`config.mk`:
```
export PLATFORM = sky130hd
export DESIGN_NAME = kmeans_assign_ctrl_flat
export DESIGN_NICKNAME = d
export VERILOG_FILES = /design/src/rtl/kmeans_assign_ctrl_if.sv /design/src/rtl/kmeans_assign_ctrl.sv /design/src/flat_wrapper.sv
export SDC_FILE = /design/constraint.sdc
export NUM_CORES = 1
export LEC_CHECK = 0
export ABC_AREA = 0
export CORE_UTILIZATION = 52
export DETAILED_ROUTE_END_ITERATION = 8
export HOLD_SLACK_MARGIN = 0.1
export PLACE_DENSITY = 0.85
export SLEW_MARGIN = 20
export SYNTH_ARGS = -nofsm -noshare
export SYNTH_HDL_FRONTEND = slang
export SYNTH_SLANG_ARGS = --single-unit
```
`constraint.sdc`:
```
create_clock -name clk -period 5.8 [get_ports clk]
set_input_delay 0.87 -clock clk [delete_from_list [all_inputs] [get_ports clk]]
set_output_delay 0.87 -clock clk [all_outputs]
set_load 0.005 [all_outputs]
```
`src/rtl/kmeans_assign_ctrl_if.sv`:
```
// Bus bundle between the k-means assignment sequencer and its surroundings:
// start/busy/done handshake, point and centroid read ports, MAC operand and
// result path, and the nearest-centroid result.
interface kmeans_assign_ctrl_if #(
    parameter int unsigned DIM   = 4,
    parameter int unsigned K     = 3,
    parameter int unsigned DW    = 16,
    parameter int unsigned ACC_W = 36
) ();
    localparam int unsigned PW = (DIM > 1) ? $clog2(DIM) : 1;
    localparam int unsigned CW = (K * DIM > 1) ? $clog2(K * DIM) : 1;
    localparam int unsigned LW = (K > 1) ? $clog2(K) : 1;

    logic             start;
    logic             busy;
    logic             done;
    logic [PW-1:0]    pt_addr;
    logic [DW-1:0]    pt_data;
    logic [CW-1:0]    cen_addr;
    logic [DW-1:0]    cen_data;
    logic [DW-1:0]    mac_a;
    logic [DW-1:0]    mac_b;
    logic             mac_en;
    logic             mac_load;
    logic [ACC_W-1:0] mac_out;
    logic [LW-1:0]    label;
    logic [ACC_W-1:0] min_dist;

    // Sequencer side
    modport master (
        input  start, pt_data, cen_data, mac_out,
        output busy, done, pt_addr, cen_addr, mac_a, mac_b, mac_en, mac_load,
               label, min_dist
    );

    // Storage / MAC / clustering-control side
    modport slave (
        output start, pt_data, cen_data, mac_out,
        input  busy, done, pt_addr, cen_addr, mac_a, mac_b, mac_en, mac_load,
               label, min_dist
    );
endinterface

```
`src/rtl/kmeans_assign_ctrl.sv`:
```
// K-means assignment sequencer: walks one shared MAC through the squared
// distance from the current point to each centroid, keeps the running
// minimum and reports the nearest centroid index.
module kmeans_assign_ctrl #(
    parameter int unsigned DIM   = 4,
    parameter int unsigned K     = 3,
    parameter int unsigned DW    = 16,
    parameter int unsigned ACC_W = 36
) (
    input logic                  clk,
    input logic                  reset,
    kmeans_assign_ctrl_if.master bus
);
    localparam int unsigned PW = (DIM > 1) ? $clog2(DIM) : 1;
    localparam int unsigned CW = (K * DIM > 1) ? $clog2(K * DIM) : 1;
    localparam int unsigned LW = (K > 1) ? $clog2(K) : 1;

    localparam logic [PW-1:0] DLast = PW'(DIM - 1);
    localparam logic [LW-1:0] KLast = LW'(K - 1);

    typedef enum logic [1:0] {StIdle, StRun, StCmp, StDone} state_t;

    state_t           state_q;
    logic [PW-1:0]    d_q;
    logic [LW-1:0]    k_q;
    logic             busy_q;
    logic             done_q;
    logic             mac_en_q;
    logic             mac_load_q;
    logic [LW-1:0]    label_q;
    logic [ACC_W-1:0] min_dist_q;
    logic [DW-1:0]    abs_diff;

    // Sequencer FSM; all control outputs are registered alongside the state
    always_ff @(posedge clk or posedge reset) begin
        if (reset) begin
            state_q    <= StIdle;
            d_q        <= '0;
            k_q        <= '0;
            busy_q     <= 1'b0;
            done_q     <= 1'b0;
            mac_en_q   <= 1'b0;
            mac_load_q <= 1'b0;
            label_q    <= '0;
            min_dist_q <= '0;
        end else begin
            unique case (state_q)
                StIdle: begin
                    done_q <= 1'b0;
                    if (bus.start) begin
                        state_q    <= StRun;
                        d_q        <= '0;
                        k_q        <= '0;
                        busy_q     <= 1'b1;
                        mac_en_q   <= 1'b1;
                        mac_load_q <= 1'b1;
                    end
                end
                StRun: begin
                    // First coordinate of each centroid restarts the accumulation
                    mac_load_q <= 1'b0;
                    if (d_q == DLast) begin
                        state_q  <= StCmp;
                        d_q      <= '0;
                        mac_en_q <= 1'b0;
                    end else begin
                        d_q <= d_q + PW'(1);
                    end
                end
                StCmp: begin
                    // Strict compare keeps the lower index on ties
                    if (k_q == '0 || bus.mac_out < min_dist_q) begin
                        min_dist_q <= bus.mac_out;
                        label_q    <= k_q;
                    end
                    if (k_q == KLast) begin
                        state_q <= StDone;
                        done_q  <= 1'b1;
                    end else begin
                        k_q        <= k_q + LW'(1);
                        state_q    <= StRun;
                        mac_en_q   <= 1'b1;
                        mac_load_q <= 1'b1;
                    end
                end
                StDone: begin
                    done_q  <= 1'b0;
                    busy_q  <= 1'b0;
                    state_q <= StIdle;
                end
                default: begin
                    state_q <= StIdle;
                end
            endcase
        end
    end

    // Unsigned absolute difference of the current coordinate pair
    always_comb begin
        abs_diff = '0;
        if (bus.pt_data >= bus.cen_data) begin
            abs_diff = bus.pt_data - bus.cen_data;
        end else begin
            abs_diff = bus.cen_data - bus.pt_data;
        end
    end

    // Drive addresses from the counters and gate the MAC operands
    always_comb begin
        bus.pt_addr  = d_q;
        bus.cen_addr = CW'(32'(k_q) * DIM + 32'(d_q));
        bus.mac_a    = mac_en_q ? abs_diff : '0;
        bus.mac_b    = mac_en_q ? abs_diff : '0;
        bus.mac_en   = mac_en_q;
        bus.mac_load = mac_load_q;
        bus.busy     = busy_q;
        bus.done     = done_q;
        bus.label    = label_q;
        bus.min_dist = min_dist_q;
    end

endmodule
```
`src/flat_wrapper.sv`:
```
// flat-port wrapper written by rule: the top's interface ports become plain ports
module kmeans_assign_ctrl_flat 
#(
    parameter int unsigned DIM   = 4,
    parameter int unsigned K     = 3,
    parameter int unsigned DW    = 16,
    parameter int unsigned ACC_W = 36
)
  (clk, reset, bus_start, bus_pt_data, bus_cen_data, bus_mac_out, bus_busy, bus_done, bus_pt_addr, bus_cen_addr, bus_mac_a, bus_mac_b, bus_mac_en, bus_mac_load, bus_label, bus_min_dist);
  kmeans_assign_ctrl_if #(.DIM(DIM), .K(K), .DW(DW), .ACC_W(ACC_W)) bus_i ();
  input logic clk;
  input logic reset;
  input wire logic [$bits(bus_i.start)-1:0] bus_start;
  input wire logic [$bits(bus_i.pt_data)-1:0] bus_pt_data;
  input wire logic [$bits(bus_i.cen_data)-1:0] bus_cen_data;
  input wire logic [$bits(bus_i.mac_out)-1:0] bus_mac_out;
  output wire logic [$bits(bus_i.busy)-1:0] bus_busy;
  output wire logic [$bits(bus_i.done)-1:0] bus_done;
  output wire logic [$bits(bus_i.pt_addr)-1:0] bus_pt_addr;
  output wire logic [$bits(bus_i.cen_addr)-1:0] bus_cen_addr;
  output wire logic [$bits(bus_i.mac_a)-1:0] bus_mac_a;
  output wire logic [$bits(bus_i.mac_b)-1:0] bus_mac_b;
  output wire logic [$bits(bus_i.mac_en)-1:0] bus_mac_en;
  output wire logic [$bits(bus_i.mac_load)-1:0] bus_mac_load;
  output wire logic [$bits(bus_i.label)-1:0] bus_label;
  output wire logic [$bits(bus_i.min_dist)-1:0] bus_min_dist;
  assign bus_i.start = bus_start;
  assign bus_i.pt_data = bus_pt_data;
  assign bus_i.cen_data = bus_cen_data;
  assign bus_i.mac_out = bus_mac_out;
  assign bus_busy = bus_i.busy;
  assign bus_done = bus_i.done;
  assign bus_pt_addr = bus_i.pt_addr;
  assign bus_cen_addr = bus_i.cen_addr;
  assign bus_mac_a = bus_i.mac_a;
  assign bus_mac_b = bus_i.mac_b;
  assign bus_mac_en = bus_i.mac_en;
  assign bus_mac_load = bus_i.mac_load;
  assign bus_label = bus_i.label;
  assign bus_min_dist = bus_i.min_dist;
  kmeans_assign_ctrl #(.DIM(DIM), .K(K), .DW(DW), .ACC_W(ACC_W)) u_core (.clk(clk), .reset(reset), .bus(bus_i));
endmodule
```
After elaboration in Yosys (flattened, before gate mapping):

Index checks and enable logic that the tools add are counted.

* add/sub/neg operators: 5
* order comparisons: 2
* eq/ne operators: 9
* muxes and demuxes: 19
* reduce and logical (&&, ||, !) cells: 17

Operators with widths (count)
* 36-bit less-than comparator: 1
* 16-bit 2-to-1 mux: 2
* 16-bit subtractor: 2
* 16-bit greater-or-equal comparator: 1
* 2-bit 2-to-1 mux: 6
* 2-bit AND reduction: 5
* 2-bit equality test, second input constant: 4
* 2-bit case mux with 2 select lines: 2
* 2-bit case mux with 4 select lines: 1
* 2-bit nonzero test: 4
* 1-bit case mux with 3 select lines: 2
* 3-bit AND reduction: 2
* 2-bit by 1-bit adder with 2-bit output, second input constant: 2
* 4-bit by 2-bit adder with 4-bit output: 1
* 2-bit logical NOT: 2
* 1-bit 2-to-1 mux: 4
* 2-bit by 1-bit inequality test with 1-bit output, second input constant: 2
* 2-bit inequality test, second input constant: 2
* 1-bit case mux with 2 select lines: 2
* 4-bit AND reduction: 1
* 3-bit nonzero test: 1
* 2-bit by 1-bit equality test with 1-bit output, second input constant: 1
* 2-bit OR reduction: 1
* 1-bit logical OR: 1

* bits in registers: 48
* input port bits: 71
* output and inout bits: 80

Depth between registers and ports, before layout:

* word-level depth: 4
* gate-level depth with buffers: 13
* gate-level depth less buffers: 11

Worst setup path after synthesis:

OpenSTA, ideal clock, no wires.

* path kind: input to output
* start point: input bus_pt_data[0]
* end point: output bus_mac_b[15]
* arrival time: 2896 ps
* setup slack: 2034 ps
* stages on the path: 13
* path buffers: 2
* cells stage by stage: inv_1 > ha_1 > inv_1 > fa_1 > a21oi_1 > o21bai_1 > o211ai_1 > o211ai_1 > buf_4 > a2111oi_2 > a21oi_1 > mux2i_1 > buf_4

* word-level cells in the longest chain between the ends: 3

Ends and longest elaborated chain
* start, declared: RTL line flat_wrapper.sv:14 `input wire logic [$bits(bus_i.pt_data)-1:0] bus_pt_data;`
* 16-bit subtractor (tied with other cells): RTL line kmeans_assign_ctrl.sv:104 `abs_diff = bus.cen_data - bus.pt_data;`
* 16-bit 2-to-1 mux *: RTL line kmeans_assign_ctrl.sv:101 `if (bus.pt_data >= bus.cen_data) begin`
* 16-bit 2-to-1 mux *
* end, declared: RTL line flat_wrapper.sv:22 `output wire logic [$bits(bus_i.mac_b)-1:0] bus_mac_b;`

Mark *: on every way between the ends. The rest lies on a longest branch, timed or not.

Worst setup path in the final report:

* start point: input bus_cen_data[0]
* end point: output bus_mac_a[12]

* word-level cells in the longest chain between the ends: 3

Ends and longest elaborated chain
* start, declared: RTL line flat_wrapper.sv:15 `input wire logic [$bits(bus_i.cen_data)-1:0] bus_cen_data;`
* 16-bit subtractor (tied with other cells): RTL line kmeans_assign_ctrl.sv:104
* 16-bit 2-to-1 mux *: RTL line kmeans_assign_ctrl.sv:101
* 16-bit 2-to-1 mux *: RTL line kmeans_assign_ctrl.sv:112 `bus.mac_a = mac_en_q ? abs_diff : '0;`
* end, declared: RTL line flat_wrapper.sv:21 `output wire logic [$bits(bus_i.mac_a)-1:0] bus_mac_a;`

Marked as above.

==> flow_results.org <==
** Routing
- Before antenna repair, the detailed router went through 4 iterations.
- For this block, the initial DRC count from the detailed router was 238.
- Routed vias :: 4252
- Final wirelength :: 12.7 mm
- Antenna viol nets, final :: 0
- Via/cell ratio :: 5.62
- For this run, design rule violations remaining after detail routing come to 0.
- Dividing the detail-routed wire length by the instance count gives 16.7 um.

** Place
- Routability-driven placement finished with a final weighted congestion of 0.928.
- Number of buffers added on ports :: 150
- Summed over all nets, the half-perimeter wirelength after detailed placement is 10.3 mm.

** Setup path
- Data required time at the worst endpoint :: 4.93 ns
- Maximum cell stage delay along the critical path :: 0.56 ns
- Along the worst path, the maximum fanout reaches 14.
- Worst setup path class :: input port to primary output
- Data arrives at the worst endpoint at 4.42 ns.
- The critical path contains buffers and inverters numbering 4 combined.
- Library cell contributing the largest single delay on the critical path :: sky130_fd_sc_hd__clkdlybuf4s50_1
- R2R Setup Slk :: 2.82 ns
- Kind of start point of the critical path :: input port
- Counting buffers and inverters, the worst setup path is 12 cells deep.
- The worst register-to-register path ends at u_core.bus.min_dist[20]$_DFFE_PP0P_.
- Series of cell instances along the critical path :: clkdlybuf4s50_1, ha_1, inv_1, fa_1, a21oi_1, o21bai_1, o211ai_1, o211ai_1, buf_12, o21ai_0, mux2i_1, clkdlybuf4s50_1
- Tracing the worst setup path back leads to its startpoint at bus_cen_data[0].
- Worst setup path endpoint :: bus_mac_a[12]
- Worst r2r path cells :: 9
- The worst setup path is captured at a primary output.
- FF-to-FF Start :: u_core.bus.min_dist[34]$_DFFE_PP0P_
- Top cell family by delay on the critical path :: buffers and inverters

** Logic synthesis
- Synthesis produced 526 cells.
- Yosys Warn Count :: 0
- Summed over all instances, the cell type with the most area after synthesis is sky130_fd_sc_hd__dfrtp_1.
- The mapped netlist covers 0.00473 mm^2.
- Of the synthesized area, sequential elements account for 0.254.
- Averaged over all synthesized cells, the footprint is 8.99 um^2.
- Flops & latches, synth :: 48
- Syn nets :: 672
- In the synthesized netlist the dominant register cell turns out to be sky130_fd_sc_hd__dfrtp_1.
- Yosys mapped a number of flops with a built-in enable equal to 0.
- The share of synthesized area in the top cell type comes to 0.254.
- Cell types with the largest area share after synthesis :: sky130_fd_sc_hd__dfrtp_1 25%, sky130_fd_sc_hd__ha_1 19%, sky130_fd_sc_hd__inv_1 6.4%
- Count of different cell masters after synthesis :: 48
- In the synthesized netlist the async set-or-reset flop fraction comes to 1.00.

** Floorplanning
- In this run the standard cell core region covers 0.00876 mm^2.
- Initial standard-cell utilization of the core :: 0.539
- The floorplan has 34 rows.
- The die is 97.3 um wide.
- The floorplan step defined a die boundary enclosing 0.00948 mm^2.
- Vertical die dimension :: 97.3 um
- In this run the count of I/O pins placed on the die edge is 151.

** GRT
- Entering global routing, the biggest net connects 49 pins.
- The first global-routing pass estimated 20.9 mm of wire.
- The total overflow left after global routing is 0.
- Total track usage :: 0.269
- The number of antenna violations at the first check in global routing was 0.
- The number of global-route vias before repair came to 4531.

** Final layout
- After the last flow step, the layout net total stands at 794.
- In the layout the commonest cells are 150 x sky130_fd_sc_hd__clkdlybuf4s50_1, 79 x sky130_fd_sc_hd__inv_1, 73 x sky130_fd_sc_hd__ha_1.
- Leaving out fill and tap cells, the most frequent cell in the layout is sky130_fd_sc_hd__clkdlybuf4s50_1.
- Relative to the synthesized area, the layout overhead comes to 32.2%.
- Of the cells placed in the final design, the portion with a size suffix greater than 1 is 0.0817.
- Diode count :: 0

** Status
- Run status :: completed

** Clock network
- Total clock buffers created by CTS :: 5
- Clock-pin slew was measured on the worst setup and hold paths at 0.09 ns.
- TritonCTS built the clock tree.
- Clock tree synthesis selected as its root buffer the cell sky130_fd_sc_hd__clkbuf_8.
- In this run the deepest clock path goes through 2 buffers.
- Buffers inserted to repair hold after CTS numbered 0.
- In this run, post-CTS repair resized a total of 0 instances.
- CTS saw 48 sinks.
- Worst-Skew Late Latency :: 0.30 ns
- Number of setup buffers added after CTS :: 0
- Level count of the clock H-tree :: 2

** Pwr
- Across the VDD grid, the largest voltage drop is 280 uV.
- Summed over all cells, the static leakage comes to 3.05 nW.
- Pwr dens :: 401 mW/mm^2
- Overall power consumption after layout is estimated at 2.50 mW.

** Timing
- Setup repair after global routing left no endpoint under its margin.
- Measured against its own limit, the worst slew margin works out to 0.409.
- Actual transition at the worst max-transition pin :: 0.883 ns
- Maximum frequency from static timing analysis :: 189 MHz
- The routed design could run at a clock period as short as 5.29 ns.
- Hold violation total from the final report :: 0
- Post-route clock skew :: 0.0153 ns
- Number of max-slew violations in the final report :: 0
- Setup violations remaining at the end of the flow were counted as 0.
- For the final routed database, the setup TNS stands at 0 ns.
- Final critical-path share of the clock period :: 0.912

** Worst hold path
- Worst Hold Class :: register to register

** Job
- Reported max-cap violation count :: 0
==> through the flow <==
stage | hold slack, ns | instance area (um^2) | utilization | instances | setup WS [ns]
after global routing | 0.504 | 6250 | 0.713 | 757 | 0.339
after global placement | 0.464 | 6160 | 0.703 | 749 | 0.634
after CTS | 0.492 | 6250 | 0.713 | 757 | 0.535
after floorplan | 0.474 | 4730 | - | 526 | 2.03
after detailed placement | 0.470 | 6160 | 0.703 | 749 | 0.545
final | 0.485 | 6250 | 0.713 | 757 | 0.512
==> registers in the layout (all words and copies together), names as in the netlist <==
| name | cells |
|---|---|
| u_core.bus.min_dist | 36 |
| u_core.bus.done | 1 |
| u_core.state_q | 2 |
| u_core.bus.label | 2 |
| u_core.bus.mac_en | 1 |
| u_core.bus.busy | 1 |
| u_core.bus.mac_load | 1 |
| u_core.bus.pt_addr | 2 |
| u_core.k_q | 2 |
==> Yosys cell counts (all sizes together) (4+ instances only) <==
master,instances
inv,80
ha,73
dfrtp,48
a21oi,41
mux2,39
nand2,32
buf,31
o21ai,28
nor2,17
mux2i,16
a21o,15
nand2b,14
nand4,10
and2,8
xnor2,7
clkbuf,6
nor2b,6
nand3,5
a211oi,4
a31oi,4
nor3,4
o211ai,4
o21bai,4
==> logic make-up (layout without fill, tap and decap cells) <==
kind of cell / after synthesis / in the layout / share of synthesized area
xor+xnor: 8 / 8 / 0.0148
compound gates: 122 / 122 / 0.166
flops: 48 / 48 / 0.254
simple gates: 101 / 101 / 0.106
buf+inv: 117 / 240 / 0.115
fa+ha+maj: 75 / 75 / 0.202
mux: 55 / 55 / 0.143
==> worst min path at each step <==
stage,depth (start not counted),slack (ns),from,end
CTS,1,0.49,u_core.bus.mac_load$_DFFE_PP0P_,u_core.bus.mac_load$_DFFE_PP0P_
global placement,1,0.46,u_core.bus.mac_load$_DFFE_PP0P_,u_core.bus.mac_load$_DFFE_PP0P_
global route,1,0.50,u_core.bus.mac_load$_DFFE_PP0P_,u_core.bus.mac_load$_DFFE_PP0P_
floorplan,1,0.47,u_core.bus.mac_load$_DFFE_PP0P_,u_core.bus.mac_load$_DFFE_PP0P_
detailed placement,1,0.47,u_core.bus.mac_load$_DFFE_PP0P_,u_core.bus.mac_load$_DFFE_PP0P_
finish,1,0.48,u_core.bus.mac_load$_DFFE_PP0P_,u_core.bus.mac_load$_DFFE_PP0P_
==> power by group <==
part | switching, mW | internal, mW
combinational | 0.673 | 0.971
clock | 0.116 | 0.0865
sequential | 0.153 | 0.504
total | 0.942 | 1.56
==> metal layers <==
metal  track usage  share of wire
met3        0.0590          0.063
met1         0.292           0.39
met4         0.118          0.035
met2         0.499           0.51
met5             0              0
==> worst register-to-register path, cell delays in order (launching register included) <==
cell                        delay [ns]
sky130_fd_sc_hd__dfrtp_1          0.40
sky130_fd_sc_hd__inv_1            0.06
sky130_fd_sc_hd__ha_1             0.30
sky130_fd_sc_hd__nand4_1          0.16
sky130_fd_sc_hd__a2111oi_2        0.39
sky130_fd_sc_hd__nand2_1          0.13
sky130_fd_sc_hd__a31o_1           0.24
sky130_fd_sc_hd__o2111ai_4        0.30
sky130_fd_sc_hd__buf_4            0.49
sky130_fd_sc_hd__mux2_2           0.39
==> area by class of cell <==
type / count / area, um^2
repair buffers: 152 / 1530
clock inverters: 1 / 8.76
fillers: 677 / 2510
clock buffers: 7 / 76.3
well taps: 108 / 135
flip-flops and latches: 48 / 1200
inverters: 80 / 302
multi-input cells: 361 / 3000
No activity file was read; power rests on OpenSTA's default activity.
